$ cat src/rtl/c4_pkg.sv
// Shared connect-four definitions: board geometry, cell codes, controller states
// and the grid cell accessor used by the win/draw scan.
package c4_pkg;

  localparam int ROWS   = 6;
  localparam int COLS   = 7;
  localparam int CELL_W = 2;
  localparam int GRID_W = 98;
  localparam int CELLS  = ROWS * COLS;

  localparam logic [1:0] EMPTY = 2'd0;
  localparam logic [1:0] P0    = 2'd1;
  localparam logic [1:0] P1    = 2'd2;

  typedef enum logic [2:0] {PLAY, SETTLE, SCAN, WIN, DRAW} state_t;

  // MSB of board cell (r, c); row 0 is the bottom row, the selector row sits above row 5.
  function automatic int cell_idx(input int r, input int c);
    return COLS * CELL_W * r + COLS * CELL_W - 1 - CELL_W * c;
  endfunction

  // Off-board coordinates read as EMPTY so line checks never match past an edge.
  function automatic logic [1:0] cell_at(input logic [GRID_W-1:0] g, input int r, input int c);
    logic [GRID_W-1:0] s;
    if (r < 0 || r >= ROWS || c < 0 || c >= COLS) return EMPTY;
    s = g >> (cell_idx(r, c) - 1);
    return s[1:0];
  endfunction

endpackage

$ cat src/rtl/btn_debounce.sv
// One raw button: 2-FF synchroniser, stability counter and rising-edge detector
// producing a single-cycle press pulse per accepted press.
module btn_debounce
  import c4_pkg::*;
#(
  parameter int DEBOUNCE_CYCLES = 500000,
  parameter int DB_W            = 19
) (
  input  logic clk,
  input  logic rst_n,
  input  logic btn,
  output logic press
);

  localparam logic [DB_W-1:0] CNT_MAX = DB_W'(DEBOUNCE_CYCLES);

  logic            sync_q1, sync_q2;
  logic            db_lvl, db_lvl_q;
  logic [DB_W-1:0] cnt;

  always_ff @(posedge clk or negedge rst_n) begin
    if (!rst_n) begin
      sync_q1  <= 1'b0;
      sync_q2  <= 1'b0;
      cnt      <= '0;
      db_lvl   <= 1'b0;
      db_lvl_q <= 1'b0;
    end else begin
      sync_q1 <= btn;
      sync_q2 <= sync_q1;
      // sync_q1 != sync_q2 means the synced level changes on this edge
      if (sync_q1 != sync_q2) cnt <= '0;
      else if (cnt != CNT_MAX) cnt <= cnt + 1'b1;
      if (cnt == CNT_MAX) db_lvl <= sync_q2;
      db_lvl_q <= db_lvl;
    end
  end

  assign press = db_lvl & ~db_lvl_q;

endmodule

$ cat src/rtl/game_ctrl.sv
// Connect-four sequencer: debounced buttons become move pulses while playing,
// and each drop triggers a cell-by-cell scan for four-in-a-row or a full board.
module game_ctrl
  import c4_pkg::*;
#(
  parameter int DEBOUNCE_CYCLES = 500000,
  parameter int DB_W            = 19
) (
  input  logic              clk,
  input  logic              rst_n,
  input  logic              btn_left,
  input  logic              btn_right,
  input  logic              btn_mid,
  input  logic [GRID_W-1:0] grid,
  output logic              left_o,
  output logic              right_o,
  output logic              drop_o,
  output logic              new_game,
  output logic              busy,
  output logic              game_over,
  output logic              winner,
  output logic              draw
);

  localparam logic [5:0] LAST_IDX = 6'(CELLS - 1);

  logic [1:0] rst_sync;
  logic       rst_i_n;
  logic       press_l, press_r, press_m;
  state_t     state, state_nxt;
  logic [5:0] idx, idx_nxt;
  logic       winner_q, winner_nxt;
  logic [2:0] scan_r, scan_c;
  logic [1:0] cur_v;
  logic       hit, row5_full;

  // Assert immediately, release two edges after rst_n rises.
  always_ff @(posedge clk or negedge rst_n) begin
    if (!rst_n) rst_sync <= '0;
    else        rst_sync <= {rst_sync[0], 1'b1};
  end
  assign rst_i_n = rst_sync[1];

  btn_debounce #(.DEBOUNCE_CYCLES(DEBOUNCE_CYCLES), .DB_W(DB_W)) u_db_left (
    .clk(clk), .rst_n(rst_i_n), .btn(btn_left), .press(press_l));
  btn_debounce #(.DEBOUNCE_CYCLES(DEBOUNCE_CYCLES), .DB_W(DB_W)) u_db_right (
    .clk(clk), .rst_n(rst_i_n), .btn(btn_right), .press(press_r));
  btn_debounce #(.DEBOUNCE_CYCLES(DEBOUNCE_CYCLES), .DB_W(DB_W)) u_db_mid (
    .clk(clk), .rst_n(rst_i_n), .btn(btn_mid), .press(press_m));

  function automatic logic run4(input logic [GRID_W-1:0] g, input int r, input int c,
                                input int dr, input int dc, input logic [1:0] v);
    logic ok;
    ok = 1'b1;
    for (int k = 1; k < 4; k++)
      if (cell_at(g, r + k * dr, c + k * dc) != v) ok = 1'b0;
    return ok;
  endfunction

  // Window compare for the cell under idx, looking only up and to the sides.
  always_comb begin
    scan_r = 3'(idx / 6'd7);
    scan_c = 3'(idx % 6'd7);
    cur_v  = cell_at(grid, int'(scan_r), int'(scan_c));
    hit    = 1'b0;
    if (cur_v != EMPTY) begin
      if (scan_c <= 3'd3 && run4(grid, int'(scan_r), int'(scan_c), 0, 1, cur_v))
        hit = 1'b1;
      if (scan_r <= 3'd2 && run4(grid, int'(scan_r), int'(scan_c), 1, 0, cur_v))
        hit = 1'b1;
      if (scan_r <= 3'd2 && scan_c <= 3'd3 && run4(grid, int'(scan_r), int'(scan_c), 1, 1, cur_v))
        hit = 1'b1;
      if (scan_r <= 3'd2 && scan_c >= 3'd3 && run4(grid, int'(scan_r), int'(scan_c), 1, -1, cur_v))
        hit = 1'b1;
    end
    row5_full = 1'b1;
    for (int c = 0; c < COLS; c++)
      if (cell_at(grid, ROWS - 1, c) == EMPTY) row5_full = 1'b0;
  end

  always_ff @(posedge clk or negedge rst_i_n) begin
    if (!rst_i_n) begin
      state    <= PLAY;
      idx      <= '0;
      winner_q <= 1'b0;
    end else begin
      state    <= state_nxt;
      idx      <= idx_nxt;
      winner_q <= winner_nxt;
    end
  end

  always_comb begin
    state_nxt  = state;
    idx_nxt    = idx;
    winner_nxt = winner_q;
    left_o     = 1'b0;
    right_o    = 1'b0;
    drop_o     = 1'b0;
    new_game   = 1'b0;
    case (state)
      PLAY: begin
        if (press_l)      left_o  = 1'b1;
        else if (press_r) right_o = 1'b1;
        else if (press_m) begin
          drop_o    = 1'b1;
          state_nxt = SETTLE;
        end
      end
      SETTLE: begin
        state_nxt = SCAN;
        idx_nxt   = '0;
      end
      SCAN: begin
        if (hit) begin
          state_nxt  = WIN;
          winner_nxt = (cur_v == P1);
        end else if (idx == LAST_IDX) begin
          state_nxt = row5_full ? DRAW : PLAY;
        end else begin
          idx_nxt = idx + 6'd1;
        end
      end
      WIN, DRAW: begin
        if (press_m) begin
          new_game   = 1'b1;
          winner_nxt = 1'b0;
          state_nxt  = PLAY;
        end
      end
      default: state_nxt = PLAY;
    endcase
  end

  assign busy      = (state == SETTLE) || (state == SCAN);
  assign game_over = (state == WIN) || (state == DRAW);
  assign draw      = (state == DRAW);
  assign winner    = winner_q;

endmodule
$ cat config.mk
export PLATFORM = sky130hd
export DESIGN_NAME = game_ctrl
export DESIGN_NICKNAME = d
export VERILOG_FILES = /design/src/rtl/c4_pkg.sv /design/src/rtl/btn_debounce.sv /design/src/rtl/game_ctrl.sv
export SDC_FILE = /design/constraint.sdc
export NUM_CORES = 1
export LEC_CHECK = 0
export ABC_CLOCK_PERIOD_IN_PS = 3200
export CAP_MARGIN = 10
export CORE_MARGIN = 10
export CORE_UTILIZATION = 63
export CTS_CLUSTER_DIAMETER = 150
export DETAILED_ROUTE_END_ITERATION = 8
export HOLD_SLACK_MARGIN = 0.08
export PLACE_DENSITY = 0.89
export SLEW_MARGIN = 20
export SYNTH_ARGS = -nofsm -noshare
export SYNTH_HDL_FRONTEND = slang
export SYNTH_HIERARCHICAL = 1
export SYNTH_SLANG_ARGS = --single-unit
$ cat constraint.sdc
create_clock -name clk -period 3.2 [get_ports clk]
set_input_delay 0.32 -clock clk [delete_from_list [all_inputs] [get_ports clk]]
set_output_delay 0.32 -clock clk [all_outputs]
set_load 0.02 [all_outputs]
==> results of run 1 <==
cell families after synthesis:
family | after synthesis
AOI/OAI and AO/OA | 459
xor gates and xnor gates | 129
adders and majority gates | 188
buffers and inverters | 216
DFF | 81
muxes | 402
other | 1
and+or+nand+nor | 816
stage by stage:
stage | setup TNS (ns) | setup WS [ns]
after floorplan | -47.48 | -4.896
after global placement | -46.52 | -4.728
after detailed placement | -54.69 | -5.560
after CTS | -50.28 | -5.121
layer usage:
layer / GRT usage [%] / GRT overflow
met5: 57.86 / 5
met3: 81.59 / 67
met4: 90.83 / 355
met2: 100.6 / 935
met1: 82.37 / 50
timing repair:
item	CTS
setup endpoints to repair	10
pin swaps	42
setup buffers	27
gates resized for setup	88
hold buffers	0
==> metrics.cfg, run 1 <==
[synth]
synth-seq-area-share_pct = 9.874
synthArstFlopShare_pct = 100.0
synth.area.top_cells = mux4_2 (18%), ha_1 (10%), mux2i_1 (10%)
yosys.area.top_type = mux4_2
syn_inst = 2292
synth-xor-area-share_pct = 5.772
synth_top_family_by_area = multiplexers
synth_common_cells = mux2i_1 (207), nand2_1 (182), ha_1 (168), mux4_2 (160), nor2_1 (146)
synth_area_sq_um = 20530
yosys.area_share.simple_pct = 21.19
synth_cell_types = 119
synthAdderAreaFrac_pct = 12.19
ys_ff_latch = 81
syn_area_per_cell_sq_um = 8.956
muxShareOfSynthArea_pct = 30.08
synth_most_common_cell = mux2i_1
synth_top_area_share_pct = 17.55
synth_compound_area_share_pct = 16.10
yosysWarnings = 6
synth_edf_count = 0
synth_flop_cell = dfrtp_1

[placed_design]
placedCellCount = 3609
port-buffer-count = 110
place_area_sq_um = 28610
dp_hpwl_mm = 94.31
place_congestion = 1.368

[grt]
grt_first_pass_wirelength_mm = 273.7
grt_start_max_net_pins = 80
overflow = 1412
grt.total_usage_pct = 87.80
grt_pass1_vias = 37100

[floorplan]
row_count = 66
io_pins = 111
die_height_microns = 200.5
initial_core_util_pct = 63.41
fp.dieW_microns = 200.5

[clock_network]
numCtsBuffers = 9
root_buffer = clkbuf_16
clk_path_buf_depth = 2
htree_num_levels = 3
clock_sinks = 81

[outcome]
stop_stage = global routing
error = [ERROR GRT-0116] Global routing finished with congestion. Check the congestion regions in the DRC Viewer.
outcome = stopped before the end

==> inputs of run 2 (changes only) <==
Settings changed: CORE_UTILIZATION 63 to 40, CTS_CLUSTER_DIAMETER 150 to not set, HOLD_SLACK_MARGIN 0.08 to not set, PLACE_DENSITY 0.89 to not set, PLACE_DENSITY_LB_ADDON set to 0.15.
==> metrics.cfg, run 2 <==
[power_and_ir_drop]
combPwrFrac_pct = 38.0
sequentialPowerShare_pct = 31.3
switchingPower_mw = 1.186
ir_drop_mv = 0.6017
powerDensity_nw_per_um2 = 112.4
p_leak_nw = 14.17
clkPwrFrac_pct = 30.7
intPower_mw = 2.303
sw_frac_of_total_pct = 33.99

[critical_path]
start_kind = flip-flop
rrSetupSlack_ns = -4.84
cp_data_required_time_ns = 3.48
cp-end-kind = flip-flop
arrival_ns = 8.32
crit_path_max_fanout = 5
cpMaxStageDelayCell = fa_2
cp-endpoint = idx[5]
slowest_delay_ns = 0.59
ff2ff_path_depth = 39
startpoint = idx[5]
r2r-end = idx[5]
r2r_start = idx[5]
critPathKind = flip-flop to flip-flop
critPathMostFrequentCell = xnor2_2

[synth]
synth_most_common_cell = mux2i_1
yosys.area.top_type = mux4_2
synth_common_cells = mux2i_1 (207), nand2_1 (182), ha_1 (168), mux4_2 (160), nor2_1 (146)
synth_edf_count = 0  ; unchanged
synth-seq-area-share_pct = 9.874  ; unchanged
synth_flop_cell = dfrtp_1
synth_area_sq_um = 20530  ; unchanged
syn_inst = 2292  ; unchanged
synth.area.top_cells = mux4_2 (18%), ha_1 (10%), mux2i_1 (10%)
synth_cell_types = 119  ; unchanged
yosysWarnings = 6  ; unchanged
synth_top_area_share_pct = 17.55  ; unchanged
ys_ff_latch = 81  ; unchanged
syn_area_per_cell_sq_um = 8.956  ; unchanged
synthArstFlopShare_pct = 100.0  ; unchanged

[clock_network]
insertion_delay_ns = 0.36
clk_path_buf_depth = 2  ; unchanged
numCtsBuffers = 9  ; unchanged
htree_num_levels = 3  ; unchanged
clock_sinks = 81  ; unchanged
ctsHoldBuffers = 0  ; unchanged
root_buffer = clkbuf_16
clk_pin_slew_ns = 0.06
cts_tree = yes

[timing]
slew_headroom_pct = 37.23
fin_skew_ns = 0.01345
worst_pin_slew_ns = 0.9349
rsz0062_at_grt = true
worst_slack_ns = -4.843
report.final.slew_viol_count = 0
setup_viol = 10
fmax_mhz = 124.3
finalHoldViolations = 0
fin_crit_ns = 8.043
finalCritPeriodShare_pct = 251.4

[final_layout]
layout.nets = 3590
final_common_cell = buf_4
reg_top3 = u_db_left/cnt x19, u_db_mid/cnt x19, u_db_right/cnt x19
final_cells = 3977
syn_to_final_growth_pct = 51.27
final_cell_mix = buf_4 (883), mux2i_1 (205), nand2_1 (178)
drive_gt1_share_pct = 40.65
fillers = 4411

[drt]
routed_via_density = 6.147
antenna_left = 0
routed_wl_mm = 107.1
dr.pass1.iters = 7
avgRoutedWirePerCell_microns = 26.93
drc = 0
vias = 24450
dr.first_iter.drc_count = 2389

[grt]
grt_first_pass_wirelength_mm = 155.8
antenna_found_initial = 5
grt.total_usage_pct = 34.07
grt_pass1_vias = 24260
overflow = 0
grt_start_max_net_pins = 80

[placed_design]
dp_hpwl_mm = 89.29  ; -5.3%
place_ws_ns = -5.230  ; +0.3297 ns
place_congestion = 1.035  ; -24%
port-buffer-count = 110  ; unchanged
placedCellCount = 3929  ; +8.9%

[floorplan]
io_pins = 111  ; unchanged
initial_core_util_pct = 40.67  ; -23 points
die_height_microns = 246.5  ; +23%
row_count = 82  ; +24%
fp.dieW_microns = 246.5  ; +23%
core-area_sq_um = 50480
dieArea_sq_um = 60780

[outcome]
violations = negative setup slack
outcome = complete, but fails checks

[job]
cap_violations = 0

[hold_path]
hp-class = input port to asynchronous set/reset pin

==> run 2: timing repair <==
item	4_1_cts	5_1_grt
gates resized for setup	60	71
setup buffers	17	14
cloned	0	0
pin swaps	32	46
endpoints found under the setup margin	10	10
==> run 2: power by group through the flow <==
stage / clock (mW) / combinational [mW] / sequential, mW
global placement: 0 / 1.23 / 1.12
global route: 1.12 / 1.38 / 1.10
CTS: 1.10 / 1.25 / 1.10
detailed placement: 0 / 1.24 / 1.12
floorplan: 0 / 0.483 / 1.11
finish: 1.07 / 1.33 / 1.09
==> run 2: cell type report <==
class,count,area [sq um],share of cell area (%)
multi-input cells,2071,18850,60.70
repair buffers,1041,8663,27.90
flip-flops and latches,81,2032,6.544
well taps,672,840.8,2.708
inverters,95,360.3,1.160
clock buffers,10,229.0,0.7374
clock inverters,6,75.07,0.2418
diodes,1,2.502,0.008059
==> run 2: worst min-delay path by stage <==
stage / end / slack (ns) / depth (start not counted)
3_5_place_dp: rst_sync[1] / 0.34 / 0
5_1_grt: rst_sync[1] / 0.14 / 1
2_1_floorplan: rst_sync[0] / 0.02 / 0
6_report: rst_sync[1] / 0.14 / 1
4_1_cts: rst_sync[1] / 0.13 / 1
3_3_place_gp: rst_sync[1] / 0.34 / 0
==> run 2: critical path, delay by kind of cell, from the launching register on <==
family,cells,cell delay (ns)
xor gates and xnor gates,4,0.73
buffers and inverters,6,0.73
adders and majority gates,6,1.94
muxes,3,0.92
and+or+nand+nor,10,1.39
DFF,1,0.44
AOI/OAI and AO/OA,10,1.83
==> run 2: logic make-up after synthesis <==
group                      Yosys count  share of synthesized area [%]
AOI/OAI and AO/OA                  459                          16.10
xor gates and xnor gates           129                          5.772
adders and majority gates          188                          12.19
buffers and inverters              216                          4.773
DFF                                 81                          9.874
muxes                              402                          30.08
other                                1                        0.01827
and+or+nand+nor                    816                          21.19
==> run 2: per-stage QoR <==
stage	hold WS [ns]	util [%]	TNS, ns	total power, mW	instance area, sq um
after global placement	0.3357	58.98	-49.66	2.346	29770
after global routing	0.1385	61.51	-50.75	3.597	31050
after floorplan	0.02441	-	-47.48	1.591	21080
after CTS	0.1284	60.42	-47.77	3.456	30500
after detailed placement	0.3405	58.98	-51.71	2.363	29770
final	0.1397	61.51	-47.73	3.490	31050
==> run 2: layer usage <==
layer  global-route usage (%)  vias to the layer above  wire length [microns]
met3                    6.925                      267                   9719
met1                    42.06                    12010                  42500
met2                    54.54                     1285                  47900
met5                        0                        -                     42
met4                    19.52                        6                   6937
li1                         -                    10880                      -
Note: power is estimated with default switching activity, not from simulation.
==> inputs of run 3 (changes only) <==
Settings changed: SYNTH_HIERARCHICAL 1 to not set.
==> metrics.cfg, run 3 <==
[final_layout]
drive_gt1_share_pct = 39.51  ; -1.1 points
final_common_cell = buf_4
syn_to_final_growth_pct = 53.16
reg_top3 = u_db_left.cnt x19, u_db_mid.cnt x19, u_db_right.cnt x19
fin_util_pct = 62.07  ; +0.56 points
final_cell_mix = buf_4 (844), nand2_1 (180), mux2i_1 (166)
layout.nets = 3489  ; -2.8%
final_cells = 3824  ; -3.8%

[drt]
avgRoutedWirePerCell_microns = 29.45  ; +9.3%
antenna_left = 0  ; unchanged
routed_via_density = 6.402  ; +4.1%
drc = 0  ; unchanged
routed_wl_mm = 112.6  ; +5.1%
dr.first_iter.drc_count = 3198  ; +34%
dr.pass1.iters = 6  ; -1
vias = 24480  ; +0.13%

[critical_path]
critPathKind = flip-flop to flip-flop
cp_data_required_time_ns = 3.44  ; -0.04 ns
r2r_start = idx[3]
path_delay_family = adder cells
ff2ff_path_depth = 40  ; +2.6%
cpMaxStageDelayCell = fa_2
r2r-end = idx[1]
arrival_ns = 8.44  ; +0.12 ns
crit_path_max_fanout = 6  ; +1
path_buf_inv = 6  ; unchanged
start_kind = flip-flop
rrSetupSlack_ns = -5.00  ; -0.15 ns
slowest_delay_ns = 0.57  ; -0.02 ns
cp-end-kind = flip-flop

[synth]
synth_most_common_cell = nand2_1
synth.area.top_cells = mux4_2 (17%), ha_1 (11%), dfrtp_1 (10%)
synth_area_sq_um = 19390  ; -5.5%
synth_cell_types = 95  ; -20%
synth_top_area_share_pct = 17.19  ; -0.36 points
synthArstFlopShare_pct = 100.0  ; unchanged
synth_edf_count = 0  ; unchanged
syn_inst = 2216  ; -3.3%
synth_common_cells = nand2_1 (186), ha_1 (169), mux2i_1 (168), nor2_1 (160), mux4_2 (148)
yosys.area.top_type = mux4_2
synth_flop_cell = dfrtp_1
yosysWarnings = 0  ; -6
syn_area_per_cell_sq_um = 8.750  ; -2.3%
synth-seq-area-share_pct = 10.45  ; +0.58 points
ys_ff_latch = 81  ; unchanged

[power_and_ir_drop]
powerDensity_nw_per_um2 = 247.8  ; +120%
power.total_mw = 7.359  ; +110%
p_leak_nw = 13.31  ; -6.1%
ir_drop_mv = 0.4729  ; -21%

[grt]
grt_first_pass_wirelength_mm = 161.8  ; +3.8%
overflow = 0  ; unchanged
grt_pass1_vias = 24460  ; +0.85%
grt.total_usage_pct = 38.15  ; +4.1 points
grt_start_max_net_pins = 80  ; unchanged
antenna_found_initial = 8  ; +3

[timing]
report.final.slew_viol_count = 0  ; unchanged
fin_crit_ns = 8.196  ; +0.1523 ns
finalCritPeriodShare_pct = 256.1  ; +4.8 points
worst_pin_slew_ns = 1.127  ; +0.1917 ns
setup_viol = 10  ; unchanged
finalHoldViolations = 0  ; unchanged
worst_slack_ns = -4.996  ; -0.1523 ns
fin_skew_ns = 0.01314  ; -0.0003144 ns
rsz0062_at_grt = true
slew_headroom_pct = 24.25  ; -13 points
fmax_mhz = 122.0  ; -1.9%

[clock_network]
numCtsBuffers = 9  ; unchanged
clock_sinks = 81  ; unchanged
htree_num_levels = 3  ; unchanged
cts_tree = yes
root_buffer = clkbuf_16
clk_path_buf_depth = 2  ; unchanged
insertion_delay_ns = 0.36  ; about the same
clk_pin_slew_ns = 0.07  ; about the same

[job]
cap_violations = 0  ; unchanged

[floorplan]
fp.dieW_microns = 240.2  ; -2.6%
core-area_sq_um = 47850  ; -5.2%
initial_core_util_pct = 40.53  ; -0.14 points
die_height_microns = 240.2  ; -2.6%
dieArea_sq_um = 57680  ; -5.1%
row_count = 80  ; -2.4%
io_pins = 111  ; unchanged

[outcome]
outcome = complete, but fails checks
violations = negative setup slack

[placed_design]
port-buffer-count = 110  ; unchanged
place_congestion = 1.144  ; +11%
placedCellCount = 3784  ; -3.7%
dp_hpwl_mm = 95.04  ; +6.4%

[hold_path]
hp-class = input port to asynchronous set/reset pin

==> run 3: cell count changes in the layout (fill, tap and decap cells not counted), moves of 27 or more <==
| cell | delta |
|---|---|
| buf_4 | -39 |
| mux2i_1 | -39 |
| xor2_1 | +30 |
| nor3_1 | -28 |
| o21ai_0 | -28 |
| nand3_1 | +27 |
==> run 3: metrics by stage <==
step	TNS, ns	hold slack [ns]	worst slack [ns]	cell area (sq um)
5_1_grt	-51.49	0.1241	-5.201	29680
6_report	-49.18	0.1244	-4.996	29700
4_1_cts	-47.96	0.1177	-4.863	29470
2_1_floorplan	-45.84	0.02441	-4.742	20470
3_5_place_dp	-49.05	0.3464	-5.011	28970
3_3_place_gp	-47.23	0.3416	-4.838	28970
==> run 3: worst max-delay path by stage <==
stage / depth (start not counted) / startpoint / slack (ns) / endpoint
floorplan: 36 / idx[3] / -4.74 / idx[1]
global placement: 36 / idx[3] / -4.84 / idx[1]
detailed placement: 36 / idx[3] / -5.01 / idx[1]
CTS: 35 / idx[3] / -4.86 / idx[1]
global route: 40 / idx[3] / -5.20 / idx[1]
finish: 40 / idx[3] / -5.00 / idx[1]
==> run 3: cells by family (layout without fill, tap and decap cells) <==
| family | count (synthesis) | after routing | share of synthesized area (%) |
|---|---|---|---|
| simple gates | 806 | 806 | 21.12 |
| xor+xnor | 150 | 150 | 6.814 |
| compound gates | 451 | 451 | 16.96 |
| fa+ha+maj | 189 | 189 | 12.97 |
| other cells | 1 | 84 | 0.01934 |
| mux | 346 | 346 | 27.62 |
| buf+inv | 192 | 1102 | 4.046 |
| flops | 81 | 81 | 10.45 |
==> run 3: final cells by class <==
class	count	area, sq um
timing repair buffer	1001	8352
multi-input combinational	2019	17890
tap	615	769.5
fill	4113	18150
sequential	81	2032
clock inverter	7	81.33
inverter	85	327.8
clock buffer	9	225.2
antenna	7	17.52
==> run 3: where the power goes <==
part	switching, mW	leakage [nW]	total [mW]	internal [mW]
clock	0.491	0.150	1.05	0.555
combinational	2.77	12.1	5.22	2.45
sequential	0.0458	1.08	1.09	1.05
==> run 3: repair_timing <==
item / CTS / global route
pin swaps: 30 / 13
gates cloned: 0 / 0
endpoints found under the setup margin: 10 / 10
gates resized for setup: 30 / 28
hold buffers: 0 / 0
setup buffers: 11 / 7
==> run 3: worst register-to-register path: cells and delay by family, from the launching register on <==
kind / cells / cell delay [ns]
compound gates: 11 / 2.09
xor+xnor: 2 / 0.35
fa+ha+maj: 7 / 2.33
buf+inv: 6 / 0.66
flops: 1 / 0.43
mux: 2 / 0.42
simple gates: 12 / 1.82
==> run 3: layer usage <==
metal	global-route usage (%)	vias up	wire length (microns)
met4	23.83	4	7982
met3	11.98	382	13260
met1	45.55	12000	41790
met2	58.85	1573	49550
li1	-	10520	-
met5	0	-	22
